File: config.mk
export PLATFORM = sky130hd
export DESIGN_NAME = gray_input_decoder_flat
export DESIGN_NICKNAME = d
export VERILOG_FILES = /design/src/rtl/gray_input_decoder_if.sv /design/src/rtl/gray_input_decoder.sv /design/src/flat_wrapper.sv
export SDC_FILE = /design/constraint.sdc
export NUM_CORES = 1
export LEC_CHECK = 0
export CORE_MARGIN = 3
export CORE_UTILIZATION = 45
export DETAILED_ROUTE_END_ITERATION = 10
export DONT_BUFFER_PORTS = 1
export GPL_TIMING_DRIVEN = 0
export PLACE_DENSITY = 0.64
export SKIP_LAST_GASP = 1
export SYNTH_ARGS = -nofsm -noshare
export SYNTH_HDL_FRONTEND = slang
export SYNTH_SLANG_ARGS = --single-unit
File: constraint.sdc
create_clock -name clk -period 10.9 [get_ports clk]
set_clock_uncertainty 0.1 [all_clocks]
set_input_delay 2.18 -clock clk [delete_from_list [all_inputs] [get_ports clk]]
set_output_delay 2.18 -clock clk [all_outputs]
set_load 0.02 [all_outputs]
File: src/rtl/gray_input_decoder_if.sv
// Bundles the Gray bus input, error clear and decoded outputs of gray_input_decoder.
// master = the side driving the pins and consuming the count; slave = the decoder itself.
interface gray_input_decoder_if #(
    parameter int BITS  = 8,
    parameter int POS_W = 16
);
    logic [BITS-1:0]  gray_in;
    logic             clr_err;
    logic [BITS-1:0]  bin_out;
    logic [POS_W-1:0] pos;
    logic             step_valid;
    logic             step_dir;
    logic             err;
    logic             err_sticky;
    logic             locked;

    modport master (
        output gray_in, clr_err,
        input  bin_out, pos, step_valid, step_dir, err, err_sticky, locked
    );

    modport slave (
        input  gray_in, clr_err,
        output bin_out, pos, step_valid, step_dir, err, err_sticky, locked
    );
endinterface

File: src/rtl/gray_input_decoder.sv
// Synchronises and debounces a Gray-coded bus, converts it to binary and tracks
// +/-1 steps in a wrapping signed position count, flagging illegal jumps.
module gray_input_decoder #(
    parameter int BITS   = 8,
    parameter int POS_W  = 16,
    parameter int STABLE = 4
) (
    input  logic                  clk,
    input  logic                  rst,
    gray_input_decoder_if.slave   bus
);
    localparam int CNT_W = (STABLE > 1) ? $clog2(STABLE) : 1;
    localparam logic [CNT_W-1:0] CNT_MAX = CNT_W'(STABLE - 1);

    typedef enum logic {ACQUIRE = 1'b0, TRACK = 1'b1} state_t;

    function automatic logic [BITS-1:0] gray2bin(input logic [BITS-1:0] g);
        logic [BITS-1:0] b;
        b[BITS-1] = g[BITS-1];
        for (int i = BITS - 2; i >= 0; i--) begin
            b[i] = b[i+1] ^ g[i];
        end
        return b;
    endfunction

    state_t                  state_q, state_d;
    logic [BITS-1:0]         sync1_q, sync1_d;
    logic [BITS-1:0]         sync2_q, sync2_d;
    logic [BITS-1:0]         cand_q, cand_d;
    logic [CNT_W-1:0]        cnt_q, cnt_d;
    logic [BITS-1:0]         acc_bin_q, acc_bin_d;
    logic [BITS-1:0]         bin_out_q, bin_out_d;
    logic signed [POS_W-1:0] pos_q, pos_d;
    logic                    step_valid_q, step_valid_d;
    logic                    step_dir_q, step_dir_d;
    logic                    err_q, err_d;
    logic                    err_sticky_q, err_sticky_d;

    logic                    stable;
    logic [BITS-1:0]         new_bin;
    logic [BITS-1:0]         diff;

    always_comb begin
        state_d      = state_q;
        sync1_d      = bus.gray_in;
        sync2_d      = sync1_q;
        cand_d       = cand_q;
        cnt_d        = cnt_q;
        acc_bin_d    = acc_bin_q;
        bin_out_d    = bin_out_q;
        pos_d        = pos_q;
        step_valid_d = 1'b0;
        step_dir_d   = step_dir_q;
        err_d        = 1'b0;
        err_sticky_d = err_sticky_q;

        // Any disagreement between sync2 and the candidate restarts the stability window.
        if (sync2_q != cand_q) begin
            cand_d = sync2_q;
            cnt_d  = '0;
        end else if (cnt_q < CNT_MAX) begin
            cnt_d = cnt_q + CNT_W'(1);
        end

        stable  = (sync2_q == cand_q) && (cnt_q == CNT_MAX);
        new_bin = gray2bin(cand_q);
        diff    = new_bin - acc_bin_q;

        case (state_q)
            ACQUIRE: begin
                if (stable) begin
                    acc_bin_d = new_bin;
                    bin_out_d = new_bin;
                    state_d   = TRACK;
                end
            end
            TRACK: begin
                // Every accepted change becomes the new baseline, legal or not.
                if (stable && (new_bin != acc_bin_q)) begin
                    acc_bin_d = new_bin;
                    bin_out_d = new_bin;
                    if (diff == BITS'(1)) begin
                        step_valid_d = 1'b1;
                        step_dir_d   = 1'b1;
                        pos_d        = pos_q + POS_W'(1);
                    end else if (diff == {BITS{1'b1}}) begin
                        step_valid_d = 1'b1;
                        step_dir_d   = 1'b0;
                        pos_d        = pos_q - POS_W'(1);
                    end else begin
                        err_d = 1'b1;
                    end
                end
            end
            default: state_d = ACQUIRE;
        endcase

        if (err_d) begin
            err_sticky_d = 1'b1;
        end else if (bus.clr_err) begin
            err_sticky_d = 1'b0;
        end
    end

    always_ff @(posedge clk) begin
        if (rst) begin
            state_q      <= ACQUIRE;
            sync1_q      <= '0;
            sync2_q      <= '0;
            cand_q       <= '0;
            cnt_q        <= '0;
            acc_bin_q    <= '0;
            bin_out_q    <= '0;
            pos_q        <= '0;
            step_valid_q <= 1'b0;
            step_dir_q   <= 1'b0;
            err_q        <= 1'b0;
            err_sticky_q <= 1'b0;
        end else begin
            state_q      <= state_d;
            sync1_q      <= sync1_d;
            sync2_q      <= sync2_d;
            cand_q       <= cand_d;
            cnt_q        <= cnt_d;
            acc_bin_q    <= acc_bin_d;
            bin_out_q    <= bin_out_d;
            pos_q        <= pos_d;
            step_valid_q <= step_valid_d;
            step_dir_q   <= step_dir_d;
            err_q        <= err_d;
            err_sticky_q <= err_sticky_d;
        end
    end

    assign bus.bin_out    = bin_out_q;
    assign bus.pos        = pos_q;
    assign bus.step_valid = step_valid_q;
    assign bus.step_dir   = step_dir_q;
    assign bus.err        = err_q;
    assign bus.err_sticky = err_sticky_q;
    assign bus.locked     = (state_q == TRACK);
endmodule

File: src/flat_wrapper.sv
// flat-port wrapper written by rule: the top's interface ports become plain ports
module gray_input_decoder_flat 
#(
    parameter int BITS   = 8,
    parameter int POS_W  = 16,
    parameter int STABLE = 4
)
  (clk, rst, bus_gray_in, bus_clr_err, bus_bin_out, bus_pos, bus_step_valid, bus_step_dir, bus_err, bus_err_sticky, bus_locked);
  gray_input_decoder_if #(.BITS(BITS), .POS_W(POS_W)) bus_i ();
  input  logic clk;
  input  logic rst;
  input wire logic [$bits(bus_i.gray_in)-1:0] bus_gray_in;
  input wire logic [$bits(bus_i.clr_err)-1:0] bus_clr_err;
  output wire logic [$bits(bus_i.bin_out)-1:0] bus_bin_out;
  output wire logic [$bits(bus_i.pos)-1:0] bus_pos;
  output wire logic [$bits(bus_i.step_valid)-1:0] bus_step_valid;
  output wire logic [$bits(bus_i.step_dir)-1:0] bus_step_dir;
  output wire logic [$bits(bus_i.err)-1:0] bus_err;
  output wire logic [$bits(bus_i.err_sticky)-1:0] bus_err_sticky;
  output wire logic [$bits(bus_i.locked)-1:0] bus_locked;
  assign bus_i.gray_in = bus_gray_in;
  assign bus_i.clr_err = bus_clr_err;
  assign bus_bin_out = bus_i.bin_out;
  assign bus_pos = bus_i.pos;
  assign bus_step_valid = bus_i.step_valid;
  assign bus_step_dir = bus_i.step_dir;
  assign bus_err = bus_i.err;
  assign bus_err_sticky = bus_i.err_sticky;
  assign bus_locked = bus_i.locked;
  gray_input_decoder #(.BITS(BITS), .POS_W(POS_W), .STABLE(STABLE)) u_core (.clk(clk), .rst(rst), .bus(bus_i));
endmodule
# --- Yosys cells after proc, flatten, opt, wreduce, memory -nomap -nowiden ---
# Cells that the tools add are included.
word_totals:
  mem_bits_rw: 0
  latch_bits: 0
  input_bits: 11
  word_cells: 58
  n_memories: 0
  rom_bits: 0
  reg_bits: 55
op_classes:
  n_lt_le_gt_ge: 1
  reduce_logical: 8
  n_div: 0
  shifts: 0
  bitwise_logic: 9
  multipliers: 0
  add_sub_neg: 4
  mux: 17
  n_eq_ne: 8
op_table:
  columns: ["op", "count"]
  rows:
  - ["16-bit two-way mux", 2]
  - ["16-bit by 2-bit adder with 16-bit output (second input constant)", 1]
  - ["8-bit two-way mux", 2]
  - ["8-bit != test", 2]
  - ["8-bit case mux with 2 select lines", 1]
  - ["16-bit by 2-bit subtractor with 16-bit output (second input constant)", 1]
  - ["1-bit two-way mux", 12]
  - ["8-bit by 1-bit == test with 1-bit output (second input constant)", 1]
  - ["8-bit == test", 1]
  - ["8-bit == test (second input constant)", 1]
  - ["8-bit subtractor", 1]
  - ["1-bit XOR", 7]
  - ["2-bit nonzero test", 2]
  - ["3-bit AND reduction", 1]
  - ["3-bit OR reduction", 1]
  - ["2-bit by 1-bit adder with 2-bit output (second input constant)", 1]
  - ["2-bit == test (second input constant)", 1]
  - ["1-bit logical AND", 2]
  - ["2-bit < comparator (second input constant)", 1]
  - ["2-bit by 1-bit != test with 1-bit output (second input constant)", 1]
  - ["2-bit != test (second input constant)", 1]
  - ["1-bit NOT", 2]
  - ["2-bit AND reduction", 1]
  - ["2-bit OR reduction", 1]

# --- Logic depth before layout (Yosys ltp) ---
logic_depth:
  word_depth: 14
  depth_mapped: 22
  depth_no_buf: 21

# --- Least setup slack after synthesis ---
# OpenSTA, ideal clock, no wires.
synth_path:
  kind: "register to register"
  start: "register u_core.cand_q[7]"
  end: "register u_core.pos_q[12], in the netlist u_core.bus.pos[12]"
  period_less_slack_ns: 5.693
  path_stages_with_launch: 23
  path_slack_ns: 5.207
  t_required_ns: 10.729
  arrival_time_ns: 5.522
  n_path_buf: 1
  setup_time_ns: 0.071
  path_cell_list: "dfxtp_1 buf_4 xor2_1 xnor2_2 xor2_2 xor2_2 xor2_2 xnor2_1 ha_1 fa_1 nor2b_1 o31a_1 a21oi_1 nor4_1 nand3_1 fa_1 a211oi_1 o21bai_1 o41ai_1 a21oi_1 o21ai_0 or3b_1 a21oi_1"
synth_between:
  elab_chain_cells: 11
  elab_cells_between_ends: 17
  classes_between: "add/sub (1); eq/ne (4); mux (1); bitwise (7); reduce/logical (4)"
synth_rtl:
  columns: ["item", "line_no", "text"]
  rows:
  - ["start: declaration", "gray_input_decoder.sv:29", "logic [BITS-1:0] cand_q, cand_d;"]
  - ["start signal: assignment", "gray_input_decoder.sv:123", "cand_q <= cand_d;"]
  - ["1-bit XOR (7 in series)", "gray_input_decoder.sv:21", "b[i] = b[i+1] ^ g[i];"]
  - ["8-bit subtractor", "gray_input_decoder.sv:67", "diff = new_bin - acc_bin_q;"]
  - ["8-bit == test / 8-bit by 1-bit == test with 1-bit output (equally long branches)", "gray_input_decoder.sv:86, gray_input_decoder.sv:82", null]
  - ["2-bit nonzero test (no line)", null, null]
  - ["3-bit AND reduction (no line)", null, null]
  - ["end signal: assignment", "gray_input_decoder.sv:127", "pos_q <= pos_d;"]
  - ["end: declaration", "gray_input_decoder.sv:33", "logic signed [POS_W-1:0] pos_q, pos_d;"]
# Several ways; a longest one is shown, not always the timed one.
# A chain may end at the register's enable or synchronous reset.

# --- Worst setup path in the final report ---
layout_path:
  start: "register u_core.cand_q[7]"
  end: "register u_core.pos_q[15], in the netlist u_core.bus.pos[15]"
# The elaborated chain is that of the path after synthesis.

==> results.md <==
* Hold path cells at 1
* Largest family of logic cells by synthesized area: simple AND/OR/NAND/NOR gates
* Vias per inst at 5.32
* R2R Setup Slk at 4050 ps
* Via count at 2316
* #FFs+latches synth at 55
* Origin of the worst setup path: u_core.cand_q[7]
* Req. time, crit path at 11010 ps
* Post-synthesis cell count at 334
* Sw Pwr at 126 µW
* Clk network pwr share at 30.2%
* Post-Syn Area at 3140 µm²
* Worst endpoint data arrival time at 6960 ps
* Synth Area in Adders at 10.0%
* Vias in the first global route at 2255
* Pwr dens at 123 nW/µm²
* Max cap viols at 0
* Routed wire length per instance at 14.1 µm
* Post-Syn Area per Cell at 9.40 µm²
* Worst Reg-to-Reg Cells at 22
* Boundary Pins at 40
* Row cnt at 29
* Overall global routing resource usage at 16.6%
* Chip height at 89.5 µm
* Clk_lat worst skew at 310 ps
* Post-synthesis mux area share at 4.82%
* Clock root cell: clkbuf_8
* Starting DRT DRC Count at 90
* Initial antenna violation count at 0
* Library cells used by synthesis at 54
* Initial core utilization at 47.8%
* Internal at 286 µW
* Die W at 89.5 µm
* Outcome: complete, no violations
* Compound-Gate Fraction of Synth Area at 18.6%
* Setup crit end kind: flip-flop
* FMAX at 146 MHz
* Grt ovf at 0
* Pre-Repair DR Iteration Count at 4
* Peak VDD IR at 0.0916 mV
* CTS tree: built
* Die area at 8020 µm²
* CTS clk-pin slew, worst paths at 110 ps
* Crit start category: flip-flop
* Switching Fraction at 30.6%
* Simple-gate portion of the synthesized area at 19.0%
* Post-route setup TNS at 0 ps
* H-tree levels at 2
* Unrepaired setup endpoints after global routing: false
* Gate power share at 19.6%
* Register area at 1100 µm²
* Total core area at 6570 µm²
* Final Hold Fails at 0
* Final setup fails at 0
* Postcts setup bufs at 0
* Seq/Total Area, Yosys at 35.1%
* Worst-path maximum fanout at 18
* Detail Route Antenna Nets at 0
* Area of the multi-input gates at 1950 µm²
* Post-CTS Hold Fix Bufs at 0
* Largest net degree at the start of global routing at 21
* Power Total at 412 µW
* Final Core Density at 51.2%
* Global-route wire length before repair at 10.4 mm
* Reg power frac at 50.2%
* Post-Synth XOR/XNOR Area at 9.60%
* Post-synth EDFFs at 0
* WS Path Type: reg2reg
* Syn_nets at 369
* Area grow syn2layout at 6.97%
* PortBufs at 0
* Post-route DRC at 0
* Worst hold path type: reg2reg
* Total CTS buffers at 5
* Reg-to-reg startpoint: u_core.cand_q[7]
* Clock tree buffer depth at 2
* Clock sink total at 55
* Final period utilization at 62.9%
* Final HPWL DP at 4.73 mm
* Measured slew at the worst slew-check pin at 769 ps
* # fillers at 628
* Lkg Pwr at 0.00148 µW
* RePlAce Congestion at 0.801
* FF-to-FF End: u_core.bus.pos[15]
* Fin. max-slew vios at 0
* Min-delay src: u_core.sync1_q[0]
* Ys flop type: dfxtp_1
* Async SR Flop Fraction at 0%
* Ant. Diodes at 0
* Cts repair resizes at 0
* Nets at 376
* WL final at 6.12 mm
* Fin crit period at 6850 ps
* Worst slew margin at 48.6%
* YS warnings at 0
* WHS Endpoint: u_core.sync2_q[0]
* Share of layout cells above drive strength 1 at 6.14%
-- metal layers --
layer	part of all wire (%)	up-vias	global-route usage [%]
li1	-	1217	-
met1	50	1055	22.0
met2	44	39	25.6
met3	5.7	5	5.35
met4	0.96	0	5.41
met5	0	-	0
-- final cells by class --
| cell class | count | share of cell area, % |
|---|---|---|
| multi-input cells | 257 | 58.0 |
| well taps | 93 | 3.46 |
| flip-flops and latches | 55 | 32.8 |
| clock inverters | 3 | 1.01 |
| plain buffers | 9 | 1.23 |
| inverters | 13 | 1.45 |
| clock buffers | 5 | 2.05 |
-- worst max-delay path, cell delays in order, from the launching register on --
cell	delay, ps
dfxtp_1	310
buf_4	150
xor2_1	450
xnor2_2	230
xor2_2	280
xor2_2	270
xor2_2	260
xnor2_1	130
ha_1	240
fa_1	420
nor2b_1	290
o31a_1	190
a21oi_1	90
nor4_1	270
nand3_1	630
ha_1	580
a211oi_1	260
o21ai_1	210
o21ai_1	220
nand3_1	110
a221oi_1	340
mux2i_1	360
mux2_1	360
-- cell usage in the layout, fill, tap and decap left out, drive strengths merged, types with 6 or more instances in the layout --
| cell type | n |
|---|---|
| a211oi | 8 |
| a21o | 10 |
| a21oi | 22 |
| clkbuf | 11 |
| dfxtp | 55 |
| ha | 22 |
| inv | 14 |
| mux2i | 14 |
| nand2 | 17 |
| nand3 | 6 |
| nor2 | 28 |
| nor2b | 31 |
| nor3 | 8 |
| o21ai | 7 |
| xnor2 | 11 |
| xor2 | 20 |
-- synthesized netlist by cell type, types with 2 or more instances --
master / number / area [µm²]
xor2_2: 3 / 48.8
mux2i_1: 14 / 140
dfxtp_1: 55 / 1100
a21o_1: 10 / 75.1
nor4_1: 2 / 12.5
nor3_1: 8 / 40.0
o41ai_1: 2 / 17.5
a211oi_1: 8 / 60.1
o21ai_0: 4 / 20.0
nand3_1: 6 / 30.0
xor2_1: 17 / 149
a21oi_1: 20 / 100
nor2_1: 28 / 105
or3b_1: 2 / 17.5
nor2b_1: 31 / 194
o21ai_1: 3 / 15.0
o31ai_1: 3 / 22.5
buf_4: 2 / 15.0
inv_1: 13 / 48.8
nor3b_1: 2 / 15.0
o211ai_1: 4 / 30.0
nand4_1: 4 / 25.0
xnor2_1: 10 / 87.6
nand3b_1: 4 / 30.0
clkbuf_1: 6 / 22.5
a221oi_1: 2 / 17.5
fa_1: 2 / 40.0
o21a_1: 2 / 15.0
nand2_1: 17 / 63.8
ha_1: 22 / 275
and4b_1: 2 / 20.0
o311a_1: 4 / 40.0
-- registers in the layout (all words and copies together), names as in the netlist --
signal / count
u_core.cnt_q: 2
u_core.sync1_q: 8
u_core.bus.step_valid: 1
u_core.acc_bin_q: 8
u_core.bus.locked: 1
u_core.bus.step_dir: 1
u_core.cand_q: 8
u_core.bus.err: 1
u_core.sync2_q: 8
u_core.bus.pos: 16
u_core.bus.err_sticky: 1
-- through the flow --
stage / hold slack, ps / std cells / worst slack (ps) / cell area, µm²
4_1_cts: 348 / 435 / 4000 / 3360
5_1_grt: 366 / 435 / 3360 / 3360
6_report: 344 / 435 / 4050 / 3360
2_1_floorplan: 314 / 334 / 5210 / 3140
3_5_place_dp: 320 / 427 / 4000 / 3260
3_3_place_gp: 317 / 427 / 4170 / 3260
-- power by group through the flow --
| stage | clock, µW | combinational (µW) | sequential (µW) |
|---|---|---|---|
| finish | 124 | 81.0 | 207 |
| global route | 139 | 90.3 | 207 |
| CTS | 130 | 81.1 | 207 |
| detailed placement | 0 | 80.7 | 211 |
| global placement | 0 | 78.9 | 211 |
| floorplan | 0 | 67.3 | 211 |
-- cells by family after synthesis --
| family | count (synthesis) |
|---|---|
| mux | 15 |
| xor+xnor | 31 |
| buf+inv | 22 |
| fa+ha+maj | 24 |
| simple gates | 111 |
| flops | 55 |
| compound gates | 76 |
-- worst max-delay path by stage --
stage | to | slack [ps] | depth (start not counted)
2_1_floorplan | u_core.bus.pos[12] | 5210 | 22
3_3_place_gp | u_core.bus.pos[14] | 4170 | 22
3_5_place_dp | u_core.bus.pos[15] | 4000 | 22
4_1_cts | u_core.bus.pos[15] | 4000 | 22
5_1_grt | u_core.bus.pos[14] | 3360 | 22
6_report | u_core.bus.pos[15] | 4050 | 22
Power figures use the tool's default switching activity.
